$ cat src/rtl/serial_to_parallel_pkg.sv
// Shared types for the serial-to-parallel receiver.
//   s2p_state_t : receive FSM state (IDLE = no bits held, RECV = partial frame held)
package serial_to_parallel_pkg;

   typedef enum logic {
      IDLE = 1'b0,
      RECV = 1'b1
   } s2p_state_t;

endpackage

$ cat src/rtl/serial_to_parallel_if.sv
// Parallel word handshake between the receiver and its downstream consumer.
//   parallel_o  : assembled word, stable while out_valid_o=1
//   out_valid_o : word available, held until accepted
//   out_ready_i : consumer accepts when out_valid_o & out_ready_i at a rising edge
// master = receiver side, slave = consumer side.
interface serial_to_parallel_if #(
   parameter int unsigned WIDTH = 4
);
   logic [WIDTH-1:0] parallel_o;
   logic             out_valid_o;
   logic             out_ready_i;

   modport master (output parallel_o, output out_valid_o, input out_ready_i);
   modport slave  (input parallel_o, input out_valid_o, output out_ready_i);
endinterface

$ cat src/rtl/s2p_hold_reg.sv
// WIDTH-bit valid/ready holding register with overrun detection.
//   clk, rst  : clock, asynchronous active-high reset
//   load      : a new word is offered this cycle
//   load_data : the offered word
//   ready     : consumer accepts the held word at this edge
//   data      : held word
//   valid     : held word not yet accepted
//   overrun   : 1-cycle pulse, offered word dropped because the register was full
module s2p_hold_reg #(
   parameter int unsigned WIDTH = 4
) (
   input  logic             clk,
   input  logic             rst,
   input  logic             load,
   input  logic [WIDTH-1:0] load_data,
   input  logic             ready,
   output logic [WIDTH-1:0] data,
   output logic             valid,
   output logic             overrun
);

   always_ff @(posedge clk or posedge rst) begin
      if (rst) begin
         data    <= '0;
         valid   <= 1'b0;
         overrun <= 1'b0;
      end else begin
         overrun <= 1'b0;
         if (load) begin
            // An accept on the same edge frees the slot for the new word.
            if (!valid || ready) begin
               data  <= load_data;
               valid <= 1'b1;
            end else begin
               overrun <= 1'b1;
            end
         end else if (valid && ready) begin
            valid <= 1'b0;
         end
      end
   end

endmodule

$ cat src/rtl/serial_to_parallel.sv
// Receive side of the serial link: samples serial_i while valid_i=1 and reassembles
// WIDTH-bit words (LSB or MSB first), presenting them on a valid/ready handshake.
//   clk, rst    : clock, asynchronous active-high reset
//   serial_i    : serial data bit, sampled only when valid_i=1
//   valid_i     : serial qualifier, low between frames
//   out_if      : parallel word handshake (parallel_o, out_valid_o, out_ready_i)
//   busy_o      : a frame is partially received
//   frame_err_o : 1-cycle pulse, valid_i dropped mid-frame
//   overrun_o   : 1-cycle pulse, completed word dropped because the holding reg was full
module serial_to_parallel
   import serial_to_parallel_pkg::*;
#(
   parameter int unsigned WIDTH     = 4,
   parameter bit          LSB_FIRST = 1'b1
) (
   input  logic                        clk,
   input  logic                        rst,
   input  logic                        serial_i,
   input  logic                        valid_i,
   serial_to_parallel_if.master        out_if,
   output logic                        busy_o,
   output logic                        frame_err_o,
   output logic                        overrun_o
);

   localparam int unsigned CW = $clog2(WIDTH);
   localparam logic [CW-1:0] LAST = CW'(WIDTH - 1);

   s2p_state_t       state;
   logic [CW-1:0]    cnt;
   logic [WIDTH-1:0] sh;
   logic [WIDTH-1:0] next_word;
   logic             complete;

   // The completing bit is folded in combinationally so the word loads on the same edge.
   always_comb begin
      next_word = '0;
      if (LSB_FIRST) next_word = {serial_i, sh[WIDTH-1:1]};
      else           next_word = {sh[WIDTH-2:0], serial_i};
   end

   assign complete = (state == RECV) && valid_i && (cnt == LAST);
   assign busy_o   = (state == RECV);

   always_ff @(posedge clk or posedge rst) begin
      if (rst) begin
         state       <= IDLE;
         cnt         <= '0;
         sh          <= '0;
         frame_err_o <= 1'b0;
      end else begin
         frame_err_o <= 1'b0;
         case (state)
            IDLE: begin
               if (valid_i) begin
                  sh    <= next_word;
                  cnt   <= CW'(1);
                  state <= RECV;
               end
            end
            RECV: begin
               if (valid_i) begin
                  sh <= next_word;
                  if (cnt == LAST) begin
                     cnt   <= '0;
                     state <= IDLE;
                  end else begin
                     cnt <= cnt + CW'(1);
                  end
               end else begin
                  frame_err_o <= 1'b1;
                  sh          <= '0;
                  cnt         <= '0;
                  state       <= IDLE;
               end
            end
            default: begin
               cnt   <= '0;
               state <= IDLE;
            end
         endcase
      end
   end

   s2p_hold_reg #(.WIDTH(WIDTH)) u_hold (
      .clk       (clk),
      .rst       (rst),
      .load      (complete),
      .load_data (next_word),
      .ready     (out_if.out_ready_i),
      .data      (out_if.parallel_o),
      .valid     (out_if.out_valid_o),
      .overrun   (overrun_o)
   );

endmodule

$ cat src/flat_wrapper.sv
// flat-port wrapper written by rule: the top's interface ports become plain ports
module serial_to_parallel_flat import serial_to_parallel_pkg::*;
#(
   parameter int unsigned WIDTH     = 4,
   parameter bit          LSB_FIRST = 1'b1
)
  (clk, rst, serial_i, valid_i, busy_o, frame_err_o, overrun_o, out_if_parallel_o, out_if_out_valid_o, out_if_out_ready_i);
  serial_to_parallel_if #(.WIDTH(WIDTH)) out_if_i ();
  input  logic clk;
  input  logic rst;
  input  logic serial_i;
  input  logic valid_i;
  output logic busy_o;
  output logic frame_err_o;
  output logic overrun_o;
  output wire logic [$bits(out_if_i.parallel_o)-1:0] out_if_parallel_o;
  output wire logic [$bits(out_if_i.out_valid_o)-1:0] out_if_out_valid_o;
  input wire logic [$bits(out_if_i.out_ready_i)-1:0] out_if_out_ready_i;
  assign out_if_parallel_o = out_if_i.parallel_o;
  assign out_if_out_valid_o = out_if_i.out_valid_o;
  assign out_if_i.out_ready_i = out_if_out_ready_i;
  serial_to_parallel #(.WIDTH(WIDTH), .LSB_FIRST(LSB_FIRST)) u_core (.clk(clk), .rst(rst), .serial_i(serial_i), .valid_i(valid_i), .out_if(out_if_i), .busy_o(busy_o), .frame_err_o(frame_err_o), .overrun_o(overrun_o));
endmodule
$ cat config.mk
export PLATFORM = sky130hd
export DESIGN_NAME = serial_to_parallel_flat
export DESIGN_NICKNAME = d
export VERILOG_FILES = /design/src/rtl/serial_to_parallel_pkg.sv /design/src/rtl/serial_to_parallel_if.sv /design/src/rtl/s2p_hold_reg.sv /design/src/rtl/serial_to_parallel.sv /design/src/flat_wrapper.sv
export SDC_FILE = /design/constraint.sdc
export NUM_CORES = 1
export LEC_CHECK = 0
export ABC_AREA = 1
export CORE_UTILIZATION = 30
export DETAILED_ROUTE_END_ITERATION = 7
export GPL_ROUTABILITY_DRIVEN = 0
export SYNTH_ARGS = -nofsm -noshare
export SYNTH_HDL_FRONTEND = slang
export SYNTH_SLANG_ARGS = --single-unit
$ cat constraint.sdc
create_clock -name clk -period 1.22 [get_ports clk]
set_input_delay 0.183 -clock clk [delete_from_list [all_inputs] [get_ports clk]]
set_output_delay 0.183 -clock clk [all_outputs]
set_load 0.01 [all_outputs]
==> metrics, run 1 <==
Clock Tree Buf Depth=2; pwr dens=about 1400 nW/um^2; vias in the first global route=381; antenna violations before repair=0; min cycle time layout=1.12 ns; all-layer global routing usage=11.5%; RSZ-0062 raised after global routing=false; Yosys warnings=0; pin count of the biggest net entering global routing=14; Util after Layout=45.8%; Crit path largest cell delay=0.39 ns; worst hold-check path type=primary input to asynchronous set/reset pin; core area=1560 sq um; Slew headroom=82.6%; I/O pins=13; worst hold slack=0.193 ns; Critical Path RT=1.04 ns; VDD IR max=0.604 mV; worst setup path startpoint=u_core.u_hold.data[3]; critical path, cell by cell=dlygate4sd2_1; Area Growth Syn to Fin=37.3%; status=finished with violations; layout cells sized above 1=16.4%; Final nets=80; Clock Skew=0.00482 ns; worst r2r src=u_core.cnt[0]; CTS tree=done; crit-path max FO=2; library cells used by synthesis=13; CP top delay family=flip-flops; Buffers & Inverters on Critical Path=1; non-filler cells, final=a little under 90; syn_nets=58; num rows=14; failing checks=design-rule violations; Routed WL per cell=9.31 microns; sequential share of the synthesized area=62.5%; Remaining Overflow, GRT=0; Die Ht=43.7 microns; Clk Latency, worst-skew pair=between 0.2 and 0.3 ns; total wire length after detailed routing=829 microns; CTS H-tree depth=1; Worst setup EP type=output port; critical path class=flip-flop to output port; crit path launch type=flip-flop; Worst EP arrival=0.94 ns; starting density of the core=33.4%; TNS Setup=0 ns; Port Buffer Count=12; Slew Limit Fails=0; vias per cell=4.44; DRC=1; setup ws final=a little under 0.1 ns; diode count=0; Mapped Area=520 sq um; Initial DRC Count=10; width of the die=43.7 microns; clock transition at the registers of the reported paths=0.08 ns; clock sinks=13; Synth Instances=52; Final ANT Viol Nets=0; syn_area_per_cell=10.0 sq um; CTS buffer count=3; Final Hold Viols=0; CTS root buf=clkbuf_4; first-pass GRT wire length=between 1500 and 2000 microns; fin crit share=roughly nine tenths; fmax=891 MHz; DPL Wire Length=approximately 640 microns; number of max-cap violations=0; DRT Pass-1 Iters=6; Vias=395; Final setup violation count=0; worst slack at placement=~0.015 ns; slew of the pin with the lowest slew margin=~0.26 ns; CP max-delay cell=dfrtp_1; die area=1910 sq um; Placed Cells incl. Taps=84; cell leakage power=0.000404 uW; number of synthesized register bits=13
## flip-flops by register name (all words and copies together), names as in the netlist
name                   flops
u_core.busy_o              1
u_core.frame_err_o         1
u_core.u_hold.overrun      1
u_core.u_hold.valid        1
u_core.u_hold.data         4
u_core.sh                  3
u_core.cnt                 2
## per-layer routing
metal  vias to the layer above  part of all wire, %  track usage [%]  wire (microns)
li1                        208                    -                -               -
met1                       174                   45             12.8             376
met2                        11                   47             17.0             388
met3                         2                  4.9             3.75              41
met4                         0                  2.7             11.3              22
met5                         -                    0                0               0
## area by class of cell
class                           count  area (sq um)
Clock buffer                        4          26.3
Fill cell                         147           845
Inverter                            7          26.3
Multi-Input combinational cell     32           169
Sequential cell                    13           325
Tap cell                           16          20.0
Timing Repair Buffer               17           148
## logic make-up (layout without fill, tap and decap cells)
logic type,after synthesis,in the layout,share of synthesized area (%)
AND/OR/NAND/NOR,26,26,25.0
flip-flops,13,13,62.5
buffers and inverters,7,28,5.05
AO/OA/AOI/OAI,5,5,5.05
adder cells (fa/ha/maj),1,1,2.40
## report_power, final
group / internal [uW] / switching, uW
Combinational: 99.3 / 101
Sequential: 494 / 32.2
Clock: 127 / 135
Total: 720 / 269
## timing repair
item                       in CTS  in global routing
setup buffers                   1                  0
setup endpoints to repair       8                  0
hold buffers                    0                  0
gates resized for setup         8                  0
## synthesized netlist by cell type (all sizes together)
| cell | number | area, sq um |
|---|---|---|
| nor2 | 3 | 27.5 |
| o22ai | 1 | 6.26 |
| a21oi | 1 | 5.00 |
| dfrtp | 13 | 325 |
| nand3 | 7 | 35.0 |
| o21ai | 3 | 15.0 |
| nand2 | 16 | 67.6 |
| ha | 1 | 12.5 |
| inv | 7 | 26.3 |
## through the flow
stage / cell area (sq um) / power [uW]
6_report: 714 / 989
5_1_grt: 714 / 1070
4_1_cts: 714 / 1010
3_5_place_dp: 691 / 772
3_3_place_gp: 691 / 774
2_1_floorplan: 520 / 637
## final timing paths
path / cells after the start / end / slack (ns)
worst min-delay path: 3 / u_core.u_hold.valid / 0.19
worst max-delay path: 1 / out_if_parallel_o[3] / 0.1
worst max register to register: 6 / u_core.u_hold.data[1] / 0.13
max in group asynchronous: 3 / u_core.cnt[1] / 0.87
worst min register to register: 2 / u_core.u_hold.data[1] / 0.47
min in group clk: 2 / u_core.u_hold.data[1] / 0.47
## placed cells by master, fill, tap and decap left out, drive strengths merged
cell / netlist / routed
dlygate4sd2: 0 / 8
ha: 1 / 1
inv: 7 / 7
nand3: 7 / 7
o21ai: 3 / 3
o22ai: 1 / 1
clkbuf: 0 / 4
clkdlybuf4s50: 0 / 4
buf: 0 / 5
nor2: 3 / 3
nand2: 16 / 16
dfrtp: 13 / 13
a21oi: 1 / 1
No activity file was read; power rests on OpenSTA's default activity.
==> run 2, diff against run 1 <==
--- a/config.mk
+++ b/config.mk
@@ -6,9 +6,13 @@
 export NUM_CORES = 1
 export LEC_CHECK = 0
 export ABC_AREA = 1
+export CELL_PAD_IN_SITES_DETAIL_PLACEMENT = 1
+export CELL_PAD_IN_SITES_GLOBAL_PLACEMENT = 1
 export CORE_UTILIZATION = 30
 export DETAILED_ROUTE_END_ITERATION = 7
 export GPL_ROUTABILITY_DRIVEN = 0
+export HOLD_SLACK_MARGIN = 0.08
+export PLACE_DENSITY_LB_ADDON = 0.1
 export SYNTH_ARGS = -nofsm -noshare
 export SYNTH_HDL_FRONTEND = slang
 export SYNTH_SLANG_ARGS = --single-unit
==> run 2 against run 1 <==
Critical path type unchanged; the run still ends with design-rule violations left; non-clock buffer count is the same; sequential power is essentially flat; cell count is the same; cell area is the same; critical path depth is the same; combinational power grew 2%; clock power shrank 3%; clock skew shrank 0.00087 ns; highest routed layer is now met3; maximum frequency shrank 2.3%.
==> metrics, run 2 (synthesis gave the netlist of run 1 again) <==
Clock Tree Buf Depth=2 (unchanged); Final setup violation count=0 (unchanged); Largest register FFs=4 (unchanged); Clock Skew=0.00395 ns (-0.000872 ns); non-filler cells, final=89 (unchanged); CTS H-tree depth=1 (unchanged); Final Hold Viols=0 (unchanged); all-layer global routing usage=13.7% (+2.2 points); Worst setup EP type=output port; Slew headroom=81.9% (-0.77 points); pwr dens=1380 nW/um^2 (about the same); Buffers & Inverters on Critical Path=1 (unchanged); Initial DRC Count=6 (-4); worst hold-check path type=primary input to asynchronous set/reset pin; slew of the pin with the lowest slew margin=0.271 ns (+0.0115 ns); critical path class=flip-flop to output port; most frequent cells in the layout=nand2_1, dfrtp_1, dlygate4sd2_1, nand3_1; CTS buffer count=3 (unchanged); pin count of the biggest net entering global routing=14 (unchanged); CP top delay family=flip-flops; diode count=0 (unchanged); Final ANT Viol Nets=0 (unchanged); Die Ht=43.7 microns (unchanged); Port Buffer Count=12 (unchanged); Routed WL per cell=11.9 microns (+28%); number of max-cap violations=0 (unchanged); CP max-delay cell=dfrtp_1; failing checks=design-rule violations; min cycle time layout=1.15 ns (+0.0261 ns); layout cells sized above 1=16.4% (unchanged); Clk Latency, worst-skew pair=0.27 ns (about the same); fin crit share=94.1% (+2.1 points); status=finished with violations; clock transition at the registers of the reported paths=0.07 ns (about the same); antenna violations before repair=0 (unchanged); Post CTS Setup Buffer Count=0 (-1); total wire length after detailed routing=1060 microns (+28%); die area=1910 sq um (unchanged); starting density of the core=33.4% (unchanged); Remaining Overflow, GRT=0 (unchanged); clock sinks=13 (unchanged); vias per cell=4.65 (+4.8%); Worst EP arrival=0.97 ns (+0.03 ns); largest register by flop count=u_core.u_hold.data; crit path launch type=flip-flop; DRT Pass-1 Iters=5 (-1); crit-path max FO=3 (+1); VDD IR max=0.749 mV (+24%); commonest non-fill, non-tap cell in the layout=nand2_1; Final nets=80 (unchanged); Crit path largest cell delay=0.40 ns (about the same); first-pass GRT wire length=1850 microns (+22%); largest registers=u_core.u_hold.data x4, u_core.sh x3, u_core.cnt x2; DRC=2 (+1); Critical Path RT=1.04 ns (about the same); Slew Limit Fails=0 (unchanged); RSZ-0062 raised after global routing=false; Area Growth Syn to Fin=37.3% (unchanged); core area=1560 sq um (unchanged); DPL Wire Length=843 microns (+32%); cell leakage power=0.000404 uW (unchanged); critical path, cell by cell=dlygate4sd2_1; fmax=871 MHz (-2.3%); Placed Cells incl. Taps=85 (+1.2%); total chip power=989 uW (about the same); I/O pins=13 (unchanged); Vias=414 (+4.8%); CTS tree=done; num rows=14 (unchanged); vias in the first global route=434 (+14%); CTS root buf=clkbuf_4; width of the die=43.7 microns (unchanged)
-- run 2: cell counts in the layout (fill, tap and decap cells not counted) --
No cell type changed its count.
-- run 2: path summary, 6_finish.rpt --
| kind | startpoint | slack (ns) | to | cells after the start |
|---|---|---|---|---|
| max | u_core.busy_o | 0.07 | busy_o | 1 |
| min | rst | 0.20 | u_core.u_hold.data[0] | 3 |
| max reg2reg | u_core.cnt[0] | 0.09 | u_core.u_hold.data[0] | 6 |
| min reg2reg | u_core.u_hold.data[2] | 0.47 | u_core.u_hold.data[2] | 2 |
| max in group asynchronous | rst | 0.86 | u_core.cnt[1] | 3 |
| min in group clk | u_core.u_hold.data[2] | 0.47 | u_core.u_hold.data[2] | 2 |
-- run 2: timing repair --
item,CTS,global route
setup endpoints to repair,8,0
hold buffers,0,0
resized for setup,8,0
-- run 2: report_power, final --
part / total (uW) / leakage [uW] / switching [uW] / internal, uW
Combinational: 205 / 0.000219 / 106 / 99.2
Clock: 254 / 0.0000150 / 128 / 127
Sequential: 530 / 0.000170 / 34.8 / 495
-- run 2: routing by layer --
metal / up-vias / track usage (%) / wire length [microns]
li1: 206 / - / -
met1: 196 / 16.8 / 509
met2: 12 / 21.8 / 474
met3: 0 / 7.50 / 74
met4: 0 / 1.88 / 0
met5: - / 0 / 0
-- run 2: area by class of cell --
| type | instances | area, sq um |
|---|---|---|
| Sequential cell | 13 | 325 |
| Multi-Input combinational cell | 32 | 169 |
| Inverter | 7 | 26.3 |
| Tap cell | 16 | 20.0 |
| Fill cell | 186 | 845 |
| Timing Repair Buffer | 17 | 148 |
| Clock buffer | 4 | 26.3 |
-- run 2: through the flow --
step | cell area, sq um | hold slack [ns] | util, % | setup slack (ns) | TNS (ns)
3_5_place_dp | 698 | 0.461 | 44.8 | -0.00496 | -0.00757
5_1_grt | 714 | 0.213 | 45.8 | 0.00601 | 0
4_1_cts | 714 | 0.203 | 45.8 | 0.0522 | 0
3_3_place_gp | 698 | 0.462 | 44.8 | 0.0144 | 0
6_report | 714 | 0.201 | 45.8 | 0.0717 | 0
2_1_floorplan | 520 | 0.0600 | - | 0.182 | 0
==> run 3, diff against run 2 <==
--- a/config.mk
+++ b/config.mk
@@ -6,13 +6,12 @@
 export NUM_CORES = 1
 export LEC_CHECK = 0
 export ABC_AREA = 1
-export CELL_PAD_IN_SITES_DETAIL_PLACEMENT = 1
-export CELL_PAD_IN_SITES_GLOBAL_PLACEMENT = 1
 export CORE_UTILIZATION = 30
 export DETAILED_ROUTE_END_ITERATION = 7
 export GPL_ROUTABILITY_DRIVEN = 0
 export HOLD_SLACK_MARGIN = 0.08
-export PLACE_DENSITY_LB_ADDON = 0.1
+export PLACE_DENSITY = 0.64
+export REMOVE_ABC_BUFFERS = 1
 export SYNTH_ARGS = -nofsm -noshare
 export SYNTH_HDL_FRONTEND = slang
 export SYNTH_SLANG_ARGS = --single-unit
==> run 3 against run 2 <==
The run still ends with design-rule violations left; largest cell class unchanged; maximum frequency is 2.7% higher; combinational power barely moved; die area stayed put; flip-flop and latch count is the same; critical endpoint unchanged; largest power group unchanged; first-iteration DRC count is 100% higher; core utilization stayed put; total power is 0.62% higher; register-to-register slack gained 0.03 ns; non-clock buffer count unchanged; hold slack worse by 0.0062 ns; clock skew is 0.00068 ns lower.
==> metrics, run 3 (synthesis gave the netlist of run 1 again) <==
status=finished with violations; failing checks=design-rule violations; clock sinks=13 (unchanged); Remaining Overflow, GRT=0 (unchanged); fmax=894 MHz (+2.7%); num rows=14 (unchanged); reg-to-reg setup timing slack=0.12 ns (+0.03 ns); critical path class=flip-flop to output port; DRT Pass-1 Iters=6 (+1); starting density of the core=33.4% (unchanged); crit-path max FO=2 (-1); antenna violations before repair=0 (unchanged); pin count of the biggest net entering global routing=14 (unchanged); Psw=274 uW (+2.4%); DPL Wire Length=643 microns (-24%); Worst EP arrival=0.94 ns (-0.03 ns); Final nets=80 (unchanged); Largest register FFs=4 (unchanged); Int Power=720 uW (about the same); Filler Cell Count=152 (-18%); layout cells sized above 1=16.4% (unchanged); Port Buffer Count=12 (unchanged); Buffers & Inverters on Critical Path=1 (unchanged); RR Endpoint=u_core.u_hold.data[1]; all-layer global routing usage=12.0% (-1.7 points); worst r2r src=u_core.cnt[0]; vias per cell=4.47 (-3.9%); CTS root buf=clkbuf_4; Critical Path RT=1.04 ns (about the same); critical path, cell by cell=dlygate4sd2_1; register share of total power=52.9% (-0.7 points); min cycle time layout=1.12 ns (-0.0301 ns); largest registers=u_core.u_hold.data x4, u_core.sh x3, u_core.cnt x2; largest register by flop count=u_core.u_hold.data; Comb pwr share=20.7% (about the same); Initial DRC Count=12 (+6); Final setup violation count=0 (unchanged); vias in the first global route=400 (-7.8%); number of max-cap violations=0 (unchanged); core area=1560 sq um (unchanged); commonest non-fill, non-tap cell in the layout=nand2_1; slew of the pin with the lowest slew margin=0.257 ns (-0.0142 ns); Slew Limit Fails=0 (unchanged); diode count=0 (unchanged); Final ANT Viol Nets=0 (unchanged); Clock Tree Buf Depth=2 (unchanged); crit path launch type=flip-flop; CP Capture Point=busy_o; I/O pins=13 (unchanged); Clock Skew=0.00326 ns (-0.000683 ns); Clk Latency, worst-skew pair=0.27 ns (about the same); Die Ht=43.7 microns (unchanged); Post-Place Cell Area=691 sq um (-1.1%); Vias=398 (-3.9%); pwr dens=1390 nW/um^2 (+0.62%); Final Hold Viols=0 (unchanged); Worst setup EP type=output port; Crit path depth=1 (unchanged); total chip power=995 uW (+0.62%); CTS tree=done; R2R depth=6 (unchanged); Area Growth Syn to Fin=37.3% (unchanged); VDD IR max=0.410 mV (-45%); total wire length after detailed routing=905 microns (-14%); clock share of power=26.4% (+0.7 points); Routed WL per cell=10.2 microns (-14%); most frequent cells in the layout=nand2_1, dfrtp_1, dlygate4sd2_1, nand3_1; RSZ-0062 raised after global routing=false; width of the die=43.7 microns (unchanged); Final Cell Area=714 sq um (unchanged); CP top delay family=flip-flops; fin crit share=91.7% (-2.5 points); Slew headroom=82.8% (+0.95 points); sw frac=27.6% (+0.47 points); CTS H-tree depth=1 (unchanged); worst setup path startpoint=u_core.busy_o; Crit path largest cell delay=0.39 ns (about the same); cell leakage power=0.000404 uW (unchanged); worst hold-check path type=primary input to asynchronous set/reset pin; first-pass GRT wire length=1610 microns (-13%); TNS Setup=0 ns (unchanged); CTS buffer count=3 (unchanged); clock transition at the registers of the reported paths=0.08 ns (about the same); die area=1910 sq um (unchanged); CP max-delay cell=dfrtp_1; DRC=3 (+1)
==> run 3: final cells by class <==
cell class	count	area, sq um	area share, %
tap	16	20.0	2.80
timing repair buffer	17	148	20.7
sequential	13	325	45.5
inverter	7	26.3	3.68
multi-input combinational	32	169	23.6
clock buffer	4	26.3	3.68
==> run 3: power groups by stage <==
| stage | registers [uW] | clock network (uW) | logic, uW |
|---|---|---|---|
| floorplan | 559 | 0 | 78.4 |
| detailed placement | 540 | 0 | 235 |
| finish | 527 | 263 | 206 |
| global placement | 540 | 0 | 232 |
| CTS | 528 | 274 | 209 |
| global route | 534 | 295 | 229 |
==> run 3: how the worst min path moves through the flow <==
stage | slack [ns] | endpoint | start | cells past startpoint
5_1_grt | 0.20 | u_core.busy_o | rst | 3
3_3_place_gp | 0.47 | u_core.u_hold.data[2] | u_core.u_hold.data[2] | 2
2_1_floorplan | 0.06 | u_core.busy_o | rst | 1
6_report | 0.19 | u_core.frame_err_o | rst | 3
3_5_place_dp | 0.46 | u_core.u_hold.data[1] | u_core.u_hold.data[1] | 2
4_1_cts | 0.19 | u_core.frame_err_o | rst | 3
==> run 3: per-stage QoR <==
stage / util, % / hold slack [ns] / cells / setup slack, ns
CTS: 45.8 / 0.193 / 89 / 0.0817
finish: 45.8 / 0.194 / 89 / 0.102
floorplan: - / 0.0600 / 52 / 0.182
global route: 45.8 / 0.202 / 89 / 0.0163
detailed placement: 44.3 / 0.463 / 84 / -0.00126
global placement: 44.3 / 0.466 / 84 / 0.0166
==> run 3: tightest hold or removal path: stages <==
cell and delay (ns):
clkdlybuf4s50_1 0.39, inv_1 0.05, buf_4 0.20
==> run 3: timing repair <==
item                                    4_1_cts  5_1_grt
resized for setup                             8        0
endpoints found under the setup margin        8        0
setup buffers                                 1        0
hold buffers                                  0        0
==> run 3: metal layers <==
| metal | up-vias | GRT usage [%] | share of wire [%] | wire length (microns) |
|---|---|---|---|---|
| met5 | - | 0 | 0 | 0 |
| met4 | 0 | 9.38 | 1.5 | 14 |
| met3 | 2 | 2.50 | 4.3 | 39 |
| met2 | 11 | 20.0 | 48 | 437 |
| met1 | 178 | 13.3 | 46 | 413 |
| li1 | 207 | - | - | - |
